==> src/rtl/dmem_arbiter.sv <==
// Two-port data-memory arbiter: CPU load/store path vs. debug/loader port.
// Issue/response sequencing, address checking and saturating access counters.
module dmem_arbiter #(
    parameter int ADDR_W       = 7,
    parameter int CNT_W        = 16,
    parameter int CPU_PRIORITY = 0
) (
    input  logic              clk,
    input  logic              reset,
    input  logic              cpu_req,
    input  logic              cpu_we,
    input  logic [31:0]       cpu_addr,
    input  logic [31:0]       cpu_wdata,
    input  logic              dbg_req,
    input  logic              dbg_we,
    input  logic [31:0]       dbg_addr,
    input  logic [31:0]       dbg_wdata,
    output logic              cpu_gnt,
    output logic              cpu_rvalid,
    output logic [31:0]       cpu_rdata,
    output logic              cpu_err,
    output logic              dbg_gnt,
    output logic              dbg_rvalid,
    output logic [31:0]       dbg_rdata,
    output logic              dbg_err,
    output logic              mem_en,
    output logic              mem_we,
    output logic [ADDR_W-1:0] mem_addr,
    output logic [31:0]       mem_wdata,
    input  logic [31:0]       mem_rdata,
    output logic [CNT_W-1:0]  cpu_cnt,
    output logic [CNT_W-1:0]  dbg_cnt
);

    typedef enum logic [1:0] {S_IDLE, S_ISSUE, S_RESP} state_t;

    state_t             r_state, w_state_n;
    logic               r_last_cpu, w_last_cpu_n;
    logic               r_cpu_gnt, w_cpu_gnt_n;
    logic               r_dbg_gnt, w_dbg_gnt_n;
    logic               r_cpu_rv, w_cpu_rv_n;
    logic               r_dbg_rv, w_dbg_rv_n;
    logic               r_err, w_err_n;
    logic               r_mem_en, w_mem_en_n;
    logic               r_mem_we, w_mem_we_n;
    logic [ADDR_W-1:0]  r_mem_addr, w_mem_addr_n;
    logic [31:0]        r_mem_wdata, w_mem_wdata_n;
    logic [CNT_W-1:0]   r_cpu_cnt, w_cpu_cnt_n;
    logic [CNT_W-1:0]   r_dbg_cnt, w_dbg_cnt_n;

    logic               w_pick_cpu;
    logic               w_we;
    logic [31:0]        w_addr;
    logic [31:0]        w_wdata;
    logic               w_bad;

    // r_last_cpu doubles as the port owning the in-flight access
    assign w_pick_cpu = cpu_req &&
        (!dbg_req || (CPU_PRIORITY != 0) || !r_last_cpu);
    assign w_we    = w_pick_cpu ? cpu_we    : dbg_we;
    assign w_addr  = w_pick_cpu ? cpu_addr  : dbg_addr;
    assign w_wdata = w_pick_cpu ? cpu_wdata : dbg_wdata;
    assign w_bad   = (w_addr[1:0] != 2'b00) ||
                     (w_addr[31:ADDR_W+2] != '0);

    always_comb begin
        w_state_n     = r_state;
        w_last_cpu_n  = r_last_cpu;
        w_err_n       = r_err;
        w_cpu_gnt_n   = 1'b0;
        w_dbg_gnt_n   = 1'b0;
        w_cpu_rv_n    = 1'b0;
        w_dbg_rv_n    = 1'b0;
        w_mem_en_n    = 1'b0;
        w_mem_we_n    = 1'b0;
        w_mem_addr_n  = '0;
        w_mem_wdata_n = '0;
        w_cpu_cnt_n   = r_cpu_cnt;
        w_dbg_cnt_n   = r_dbg_cnt;
        unique case (r_state)
            S_ISSUE: begin
                w_state_n  = S_RESP;
                w_cpu_rv_n = r_last_cpu;
                w_dbg_rv_n = !r_last_cpu;
            end
            default: begin
                if (cpu_req || dbg_req) begin
                    w_state_n    = S_ISSUE;
                    w_last_cpu_n = w_pick_cpu;
                    w_cpu_gnt_n  = w_pick_cpu;
                    w_dbg_gnt_n  = !w_pick_cpu;
                    w_err_n      = w_bad;
                    if (!w_bad) begin
                        w_mem_en_n    = 1'b1;
                        w_mem_we_n    = w_we;
                        w_mem_addr_n  = w_addr[ADDR_W+1:2];
                        w_mem_wdata_n = w_wdata;
                        if (w_pick_cpu && (r_cpu_cnt != '1))
                            w_cpu_cnt_n = r_cpu_cnt + 1'b1;
                        if (!w_pick_cpu && (r_dbg_cnt != '1))
                            w_dbg_cnt_n = r_dbg_cnt + 1'b1;
                    end
                end else begin
                    w_state_n = S_IDLE;
                end
            end
        endcase
    end

    always_ff @(posedge clk or negedge reset) begin
        if (!reset) begin
            r_state     <= S_IDLE;
            r_last_cpu  <= 1'b0;
            r_err       <= 1'b0;
            r_cpu_gnt   <= 1'b0;
            r_dbg_gnt   <= 1'b0;
            r_cpu_rv    <= 1'b0;
            r_dbg_rv    <= 1'b0;
            r_mem_en    <= 1'b0;
            r_mem_we    <= 1'b0;
            r_mem_addr  <= '0;
            r_mem_wdata <= '0;
            r_cpu_cnt   <= '0;
            r_dbg_cnt   <= '0;
        end else begin
            r_state     <= w_state_n;
            r_last_cpu  <= w_last_cpu_n;
            r_err       <= w_err_n;
            r_cpu_gnt   <= w_cpu_gnt_n;
            r_dbg_gnt   <= w_dbg_gnt_n;
            r_cpu_rv    <= w_cpu_rv_n;
            r_dbg_rv    <= w_dbg_rv_n;
            r_mem_en    <= w_mem_en_n;
            r_mem_we    <= w_mem_we_n;
            r_mem_addr  <= w_mem_addr_n;
            r_mem_wdata <= w_mem_wdata_n;
            r_cpu_cnt   <= w_cpu_cnt_n;
            r_dbg_cnt   <= w_dbg_cnt_n;
        end
    end

    assign cpu_gnt    = r_cpu_gnt;
    assign dbg_gnt    = r_dbg_gnt;
    assign cpu_rvalid = r_cpu_rv;
    assign dbg_rvalid = r_dbg_rv;
    assign cpu_err    = r_cpu_rv && r_err;
    assign dbg_err    = r_dbg_rv && r_err;
    assign cpu_rdata  = (r_cpu_rv && !r_err) ? mem_rdata : '0;
    assign dbg_rdata  = (r_dbg_rv && !r_err) ? mem_rdata : '0;
    assign mem_en     = r_mem_en;
    assign mem_we     = r_mem_we;
    assign mem_addr   = r_mem_addr;
    assign mem_wdata  = r_mem_wdata;
    assign cpu_cnt    = r_cpu_cnt;
    assign dbg_cnt    = r_dbg_cnt;

endmodule

==> config.mk <==
export PLATFORM = sky130hd
export DESIGN_NAME = dmem_arbiter
export DESIGN_NICKNAME = d
export VERILOG_FILES = /design/src/rtl/dmem_arbiter.sv
export SDC_FILE = /design/constraint.sdc
export NUM_CORES = 1
export LEC_CHECK = 0
export ABC_AREA = 1
export BUFFER_PORTS_ARGS = -buffer_cell sky130_fd_sc_hd__buf_2
export CAP_MARGIN = 20
export CORE_AREA = 2 2 119 121
export CTS_BUF_LIST = sky130_fd_sc_hd__clkbuf_16
export DETAILED_ROUTE_END_ITERATION = 10
export DIE_AREA = 0 0 121 123
export PLACE_DENSITY = 0.68
export REMOVE_ABC_BUFFERS = 1
export SKIP_LAST_GASP = 1
export SYNTH_ARGS = -nofsm -noshare
export SYNTH_HDL_FRONTEND = slang
export SYNTH_SLANG_ARGS = --single-unit
==> constraint.sdc <==
create_clock -name clk -period 1.6 [get_ports clk]
set_input_delay 0.08 -clock clk [delete_from_list [all_inputs] [get_ports clk]]
set_output_delay 0.08 -clock clk [all_outputs]
set_load 0.01 [all_outputs]
==> results of run 1 <==
==> how the worst max path moves through the flow <==
stage / from / cells after the start / endpoint / slack [ns]
after CTS: r_last_cpu$_DFFE_PN0P_ / 10 / mem_wdata[30]$_DFF_PN0_ / 0.03
after global routing: r_last_cpu$_DFFE_PN0P_ / 10 / mem_wdata[7]$_DFF_PN0_ / -0.04
after detailed placement: r_last_cpu$_DFFE_PN0P_ / 10 / mem_wdata[30]$_DFF_PN0_ / 0.006
final: r_last_cpu$_DFFE_PN0P_ / 11 / dbg_cnt[2]$_DFFE_PN0P_ / 0.07
after global placement: dbg_cnt[0]$_DFFE_PN0P_ / 10 / dbg_cnt[5]$_DFFE_PN0P_ / 0.04
after floorplan: r_last_cpu$_DFFE_PN0P_ / 9 / mem_addr[0]$_DFF_PN0_ / -1.18
==> area by class of cell <==
class                   instances  share of cell area, %
repair buffers                448                   35.5
multi-input cells             490                   28.4
flip-flops and latches         81                   24.8
inverters                      90                   4.17
clock buffers                   9                   2.76
well taps                     180                   2.76
clock inverters                 7                   1.44
diodes                          4                  0.123
==> flip-flops by register name, indices dropped and copies added, names as in the netlist <==
signal,count
mem_wdata,32
cpu_cnt,16
dbg_cnt,16
mem_addr,7
r_state,2
cpu_gnt,1
cpu_rvalid,1
dbg_gnt,1
dbg_rvalid,1
mem_en,1
mem_we,1
r_err,1
r_last_cpu,1
==> metal layers <==
metal	part of all wire [%]	wire length, um	vias to the layer above
met5	0.069	13	-
met2	47	8940	293
met1	41	7760	2762
met4	3.5	666	2
met3	8.2	1550	49
li1	-	-	2999
==> logic make-up after synthesis <==
logic type      Yosys count  share of synthesized area, %
compound gates           45                          4.84
simple gates            433                          38.7
flops                    81                          43.6
xor+xnor                 10                          1.88
fa+ha+maj                 2                         0.538
buf+inv                 119                          10.5
==> power by group <==
part           internal (W)  switching [W]
logic              0.000532       0.000766
registers           0.00211      0.0000432
clock network       0.00153       0.000852
total               0.00417        0.00166
==> metrics by stage <==
stage | TNS, ns | util (%)
finish | 0 | 60.0
global route | -0.948 | 60.0
CTS | 0 | 57.5
detailed placement | 0 | 49.5
global placement | 0 | 49.5
floorplan | -72.79 | -
==> worst reg2reg max path, cell delays in order (launching register included) <==
cell and delay [ns]:
dfrtp_1 0.34, nand2_1 0.06, nand2_2 0.11, buf_6 0.11
nand3_2 0.05, nor2_1 0.11, nand2_2 0.10, nand2_8 0.13
nand3_4 0.11, clkbuf_16 0.18, nand2_1 0.06, nand2_1 0.04
==> layout by cell type, fill, tap and decap left out, drive strengths merged <==
master         n
xor2           4
o21ai          5
nand3b         3
ha             2
and2           1
nand2        237
nor2         127
dfrtp         81
dlygate4sd3   73
nand3         24
inv           91
clkbuf        12
diode          4
clkinv         3
nor3           1
buf          372
xnor2          6
nand4         40
a21oi         40
bufinv         3
==> timing repair <==
| action | in CTS | in global routing |
|---|---|---|
| hold buffers | 73 | 0 |
| gates resized for setup | 2 | 55 |
| pin swaps | 0 | 4 |
| hold endpoints to repair | 105 | 0 |
| endpoints found under the setup margin | 6 | 72 |
| buffers inserted | 0 | 5 |
| cloned | 0 | 3 |
==> metrics.txt, run 1 <==
status=completed; Slowest cell on crit path=dfrtp_1; commonest cells in the netlist=235 x nand2_1, 123 x nor2_1, 86 x inv_1; DR vias=between 6,000 and 7,000; register area=about 0.0020 mm^2; r2r endpoint=dbg_cnt[2]$_DFFE_PN0P_; DP Cell Count=1,208; HP Start=cpu_wdata[7]; Pre-Repair DR Iteration Count=5; EDFF count, synth=0; hold_ws=~0.014 ns; total gr overflow=0; Synth-to-Final Area Change=75.5%; FF+latch count, synth=between 80 and 90; RSZ-0062 raised after global routing=true; final wirelength=between 15 and 20 mm; Cell variety after synth=25; layout cells sized above 1=about two fifths; Final period util=a little over nine tenths; CP Buf/Inv Count=2; Slew Viols, Final=0; DPL Wire Length=~13 mm; fmax=0.656 GHz; number of fill cells=between 1,000 and 1,500; synthesized area per cell=just under 7 um^2; CTS buffer count=9; CP Capture Type=flop; Clock transition at path regs=around 0.060 ns; Setup Skew=a little under 0.006 ns; CTS tree=yes; Pwr Total=approximately 0.0058 W; CP Data Arrival Time=1.76 ns; Worst Setup Slack, final=about 0.075 ns; top-area cell type share of the netlist area=43.6%; drt via density=roughly 4.7; asr flop ratio synth=100%; CP most frequent cell=nand2_1; Relative slew margins=about three quarters; Top FF cell, synth=dfrtp_1; Post-layout nets=1,288; most common cell in the netlist=nand2_1; met1 usage=a little under 30%; Placeable Area=around 0.014 mm^2; Die W=roughly 120 um; Most Used Layer, Global Route=met2; Worst R2R Path Depth=11; register area share after synthesis=43.6%; Critical R2R Launch=r_last_cpu$_DFFE_PN0P_; drt drc=0; clock root buffer master=clkbuf_16; crit-path cells=nand2_1 -> nand2_2 -> buf_6 -> nand3_2 -> nor2_1 -> nand2_2 -> nand2_8 -> nand3_4 -> clkbuf_16 -> nand2_1 -> nand2_1; initial antenna violation count=4; Worst VDD drop=around 0.6 mV; pre-CTS WS=~0.0057 ns; CP max stage delay=about 0.34 ns; H-Tree Depth=3; first-pass GRT wire length=roughly 29 mm; yosys warns=0; Initial DRC Count=330; Multi-input gate area=between 0.002 and 0.0025 mm^2; global-route usage over all layers=roughly a quarter; pin slew with the least headroom to its limit=around 0.35 ns; r2r setup slk=roughly 0.075 ns; Critical Path RT=~1.8 ns; vias in the first global route=around 5,700; CP Launch Type=flop; Worst Hold Class=input pin to flop; CTS Sinks=81; Die H=approximately 120 um; MaxCap Viol Count=0; die area=approximately 0.015 mm^2; top cells by area, synth=dfrtp_1 44%, nand2_1 19%, nor2_1 9.9%, inv_1 6.9%, nand4_1 5.4%; Hold EP=mem_wdata[7]$_DFF_PN0_; IO Pins=roughly 310; # port buffers=between 300 and 400; Final Hold Fails=0; Antenna Nets Post-Route=0; final std cells w/o fill=around 1,300; met2 usage=between 40% and 50%; Leak=4.80 nW; Worst Path Max Fanout=8; Post-Synthesis Cells=between 600 and 700; DR WL/cell=approximately 14 um; power per cell area=approximately 710 mW/mm^2; fin crit period=between 1.5 and 2 ns; gp weighted congestion=approximately 0.85; GRT met3 Usage=~6.4%; largest net degree at the start of global routing=36; placed cell area=approximately 0.0067 mm^2; initial core utilization=between 30% and 40%; CTS Buffer Depth=2; finished layout cell area=a little over 0.008 mm^2; Final setup viols=0; insertion delay to the later sink of the worst-skew pair=0.34 ns; Syn Std Cell Area=about 0.0047 mm^2; num rows=43; area leader, netlist=dfrtp_1; hold depth=3; kind of critical path=flop to flop; cell family with most CP delay=simple AND/OR/NAND/NOR gates
Power figures use the tool's default switching activity.
==> run 2: changes to the inputs <==
--- a/config.mk
+++ b/config.mk
@@ -8,13 +8,14 @@
 export ABC_AREA = 1
 export BUFFER_PORTS_ARGS = -buffer_cell sky130_fd_sc_hd__buf_2
 export CAP_MARGIN = 20
-export CORE_AREA = 2 2 119 121
+export CORE_MARGIN = 3
+export CORE_UTILIZATION = 35
 export CTS_BUF_LIST = sky130_fd_sc_hd__clkbuf_16
 export DETAILED_ROUTE_END_ITERATION = 10
-export DIE_AREA = 0 0 121 123
-export PLACE_DENSITY = 0.68
+export PLACE_DENSITY = 0.7
 export REMOVE_ABC_BUFFERS = 1
 export SKIP_LAST_GASP = 1
+export SLEW_MARGIN = 15
 export SYNTH_ARGS = -nofsm -noshare
 export SYNTH_HDL_FRONTEND = slang
 export SYNTH_SLANG_ARGS = --single-unit
==> metrics.txt, run 2 (synthesis results as in run 1) <==
Pwr Total=0.00529 W (was 0.00583 W); gp weighted congestion=0.907 (was 0.853); Die H=121 um (was 123 um); most common cell after layout, fill and taps aside=buf_2 (unchanged); die area=0.0147 mm^2 (was 0.0149 mm^2); Clock transition at path regs=0.06 ns (about the same); Worst path depth=10 (was 11); power per cell area=666 mW/mm^2 (was 714 mW/mm^2); number of fill cells=1,123 (was 1,211); status=completed (unchanged); CP Launch Type=flop (unchanged); Worst R2R Path Depth=10 (was 11); CTS Sinks=81 (unchanged); cell family with most CP delay=simple AND/OR/NAND/NOR gates (unchanged); pin slew with the least headroom to its limit=0.443 ns (was 0.345 ns); vias in the first global route=5,736 (was 5,708); insertion delay to the later sink of the worst-skew pair=0.34 ns (about the same); most frequent cells in the layout=307 x buf_2, 217 x nand2_1, 119 x nor2_1 (was 307 x buf_2, 218 x nand2_1, 120 x nor2_1); DR vias=6,072 (was 6,105); Setup Skew=0.00720 ns (was 0.00597 ns); Die W=121 um (about the same); RSZ-0062 raised after global routing=true (unchanged); max reg flops=32 (unchanged); Critical Path RT=1.83 ns (about the same); Final setup viols=0 (unchanged); num rows=41 (was 43); pre-CTS WS=0.0177 ns (was 0.00566 ns); final wirelength=19.6 mm (was 18.9 mm); Leak=4.70 nW (was 4.80 nW); Seq pwr share=40.7% (was 37.0%); kind of critical path=flop to flop (unchanged); Relative slew margins=70.5% (was 77.0%); clock root buffer master=clkbuf_16 (unchanged); Clock Power Share=34.6% (was 40.8%); Initial DRC Count=288 (was 330); CP max stage delay=0.41 ns (was 0.34 ns); layout cells sized above 1=38.8% (was 39.2%); CTS tree=yes (unchanged); hold depth=3 (unchanged); MaxCap Viol Count=0 (unchanged); Worst VDD drop=0.520 mV (was 0.593 mV); Slew Viols, Final=0 (unchanged); Worst Path Max Fanout=8 (unchanged); Sw Share=30.0% (was 28.5%); drt via density=4.70 (was 4.66); Placeable Area=0.0128 mm^2 (was 0.0136 mm^2); register area=0.00203 mm^2 (about the same); Worst Setup Slack, final=0.0577 ns (was 0.0748 ns); DPL Wire Length=14.3 mm (was 13.4 mm); Final period util=96.4% (was 95.3%); DR WL/cell=15.1 um (was 14.5 um); CP Capture Type=flop (unchanged); Switching Power=0.00159 W (was 0.00166 W); Antenna Nets Post-Route=0 (unchanged); initial antenna violation count=4 (unchanged); CP Data Arrival Time=1.78 ns (was 1.76 ns); fmax=0.648 GHz (was 0.656 GHz); drt drc=0 (unchanged); Worst Hold Class=input pin to flop (unchanged); H-Tree Depth=3 (unchanged); Pre-Repair DR Iteration Count=5 (unchanged); Core Util, Final=61.9% (was 60.0%); Multi-input gate area=0.00227 mm^2 (was 0.00232 mm^2); largest net degree at the start of global routing=42 (was 36); crit-path cells=ha_4 -> nand3_2 -> inv_2 -> nand2_2 -> nor2_4 -> nor2_4 -> nand3_4 -> buf_8 -> nand2_1 -> nand2_1 (was nand2_1 -> nand2_2 -> buf_6 -> nand3_2 -> nor2_1 -> nand2_2 -> nand2_8 -> nand3_4 -> clkbuf_16 -> nand2_1 -> nand2_1); first-pass GRT wire length=29.3 mm (was 28.6 mm); fin crit period=1.54 ns (was 1.53 ns); Synth-to-Final Area Change=70.6% (was 75.5%); initial core utilization=36.3% (was 34.2%); Post-layout nets=1,281 (was 1,288); CTS Buffer Depth=2 (unchanged); logic gate share of total power=24.7% (was 22.2%); Slowest cell on crit path=dfrtp_1 (unchanged); global-route usage over all layers=25.4% (was 24.8%); total gr overflow=0 (unchanged); IO Pins=309 (unchanged); Internal=0.00370 W (was 0.00417 W); CP Buf/Inv Count=2 (unchanged); CTS buffer count=9 (unchanged); Final Hold Fails=0 (unchanged); # port buffers=308 (unchanged)
## run 2: cell count changes in the layout (fill, tap and decap cells not counted), moves of 3 or more
cell	before	now
nand2_2	14	19
a21oi_1	28	34
dlygate4sd3_1	73	68
a21oi_2	11	6
dfrtp_1	80	77
dfrtp_2	1	4
nand2_4	4	1
buf_4	57	54
bufinv_16	3	0
## run 2: per-stage QoR
stage	cell area (um^2)	TNS, ns	hold slack (ns)	std cells
finish	7940	0	0.00553	1293
global route	7940	-0.767	0.000990	1293
CTS	7690	0	0.000426	1281
detailed placement	6760	0	0.0528	1199
global placement	6760	0	0.0484	1199
floorplan	4510	-72.79	-0.216	661
## run 2: layout make-up
cell class	instances	area share, %
Timing Repair Buffer	441	35.5
Tap cell	172	2.71
Clock inverter	6	0.362
Sequential cell	81	25.6
Antenna cell	4	0.126
Multi-Input combinational cell	490	28.5
Inverter	90	4.29
Clock buffer	9	2.84
## run 2: metal layers
| metal | global-route usage [%] | wire (um) |
|---|---|---|
| met4 | 8.40 | 344 |
| met2 | 44.0 | 9920 |
| met1 | 30.4 | 7590 |
| met5 | 0 | 0 |
| met3 | 7.18 | 1710 |
## run 2: worst paths after layout
path	endpoint	from	slack [ns]
hold / removal	mem_addr[5]$_DFF_PN0_	dbg_addr[7]	0.006
hold reg to reg	r_state[1]$_DFF_PN0_	r_state[1]$_DFF_PN0_	0.44
setup / recovery	dbg_cnt[12]$_DFFE_PN0P_	dbg_cnt[1]$_DFFE_PN0P_	0.06
max in group asynchronous	mem_wdata[16]$_DFF_PN0_	reset	0.81
min in group asynchronous	dbg_cnt[13]$_DFFE_PN0P_	reset	0.23
setup reg to reg	dbg_cnt[12]$_DFFE_PN0P_	dbg_cnt[1]$_DFFE_PN0P_	0.06
## run 2: power by group through the flow
| stage | registers [W] | logic [W] | clock network, W |
|---|---|---|---|
| after floorplan | 0.00220 | 0.000449 | 0 |
| after global placement | 0.00218 | 0.00109 | 0 |
| after detailed placement | 0.00218 | 0.00110 | 0 |
| after CTS | 0.00215 | 0.00123 | 0.00190 |
| after global routing | 0.00215 | 0.00144 | 0.00198 |
| final | 0.00215 | 0.00131 | 0.00183 |
## run 2: tightest hold or removal path: stages
cell and delay, ns:
buf_2 0.10, nand2_1 0.07, a21oi_2 0.06
## run 2: timing repair
item	4_1_cts	5_1_grt
setup buffers	0	6
hold endpoints to repair	64	1
gates resized for setup	0	49
endpoints found under the setup margin	0	39
hold buffers	67	1
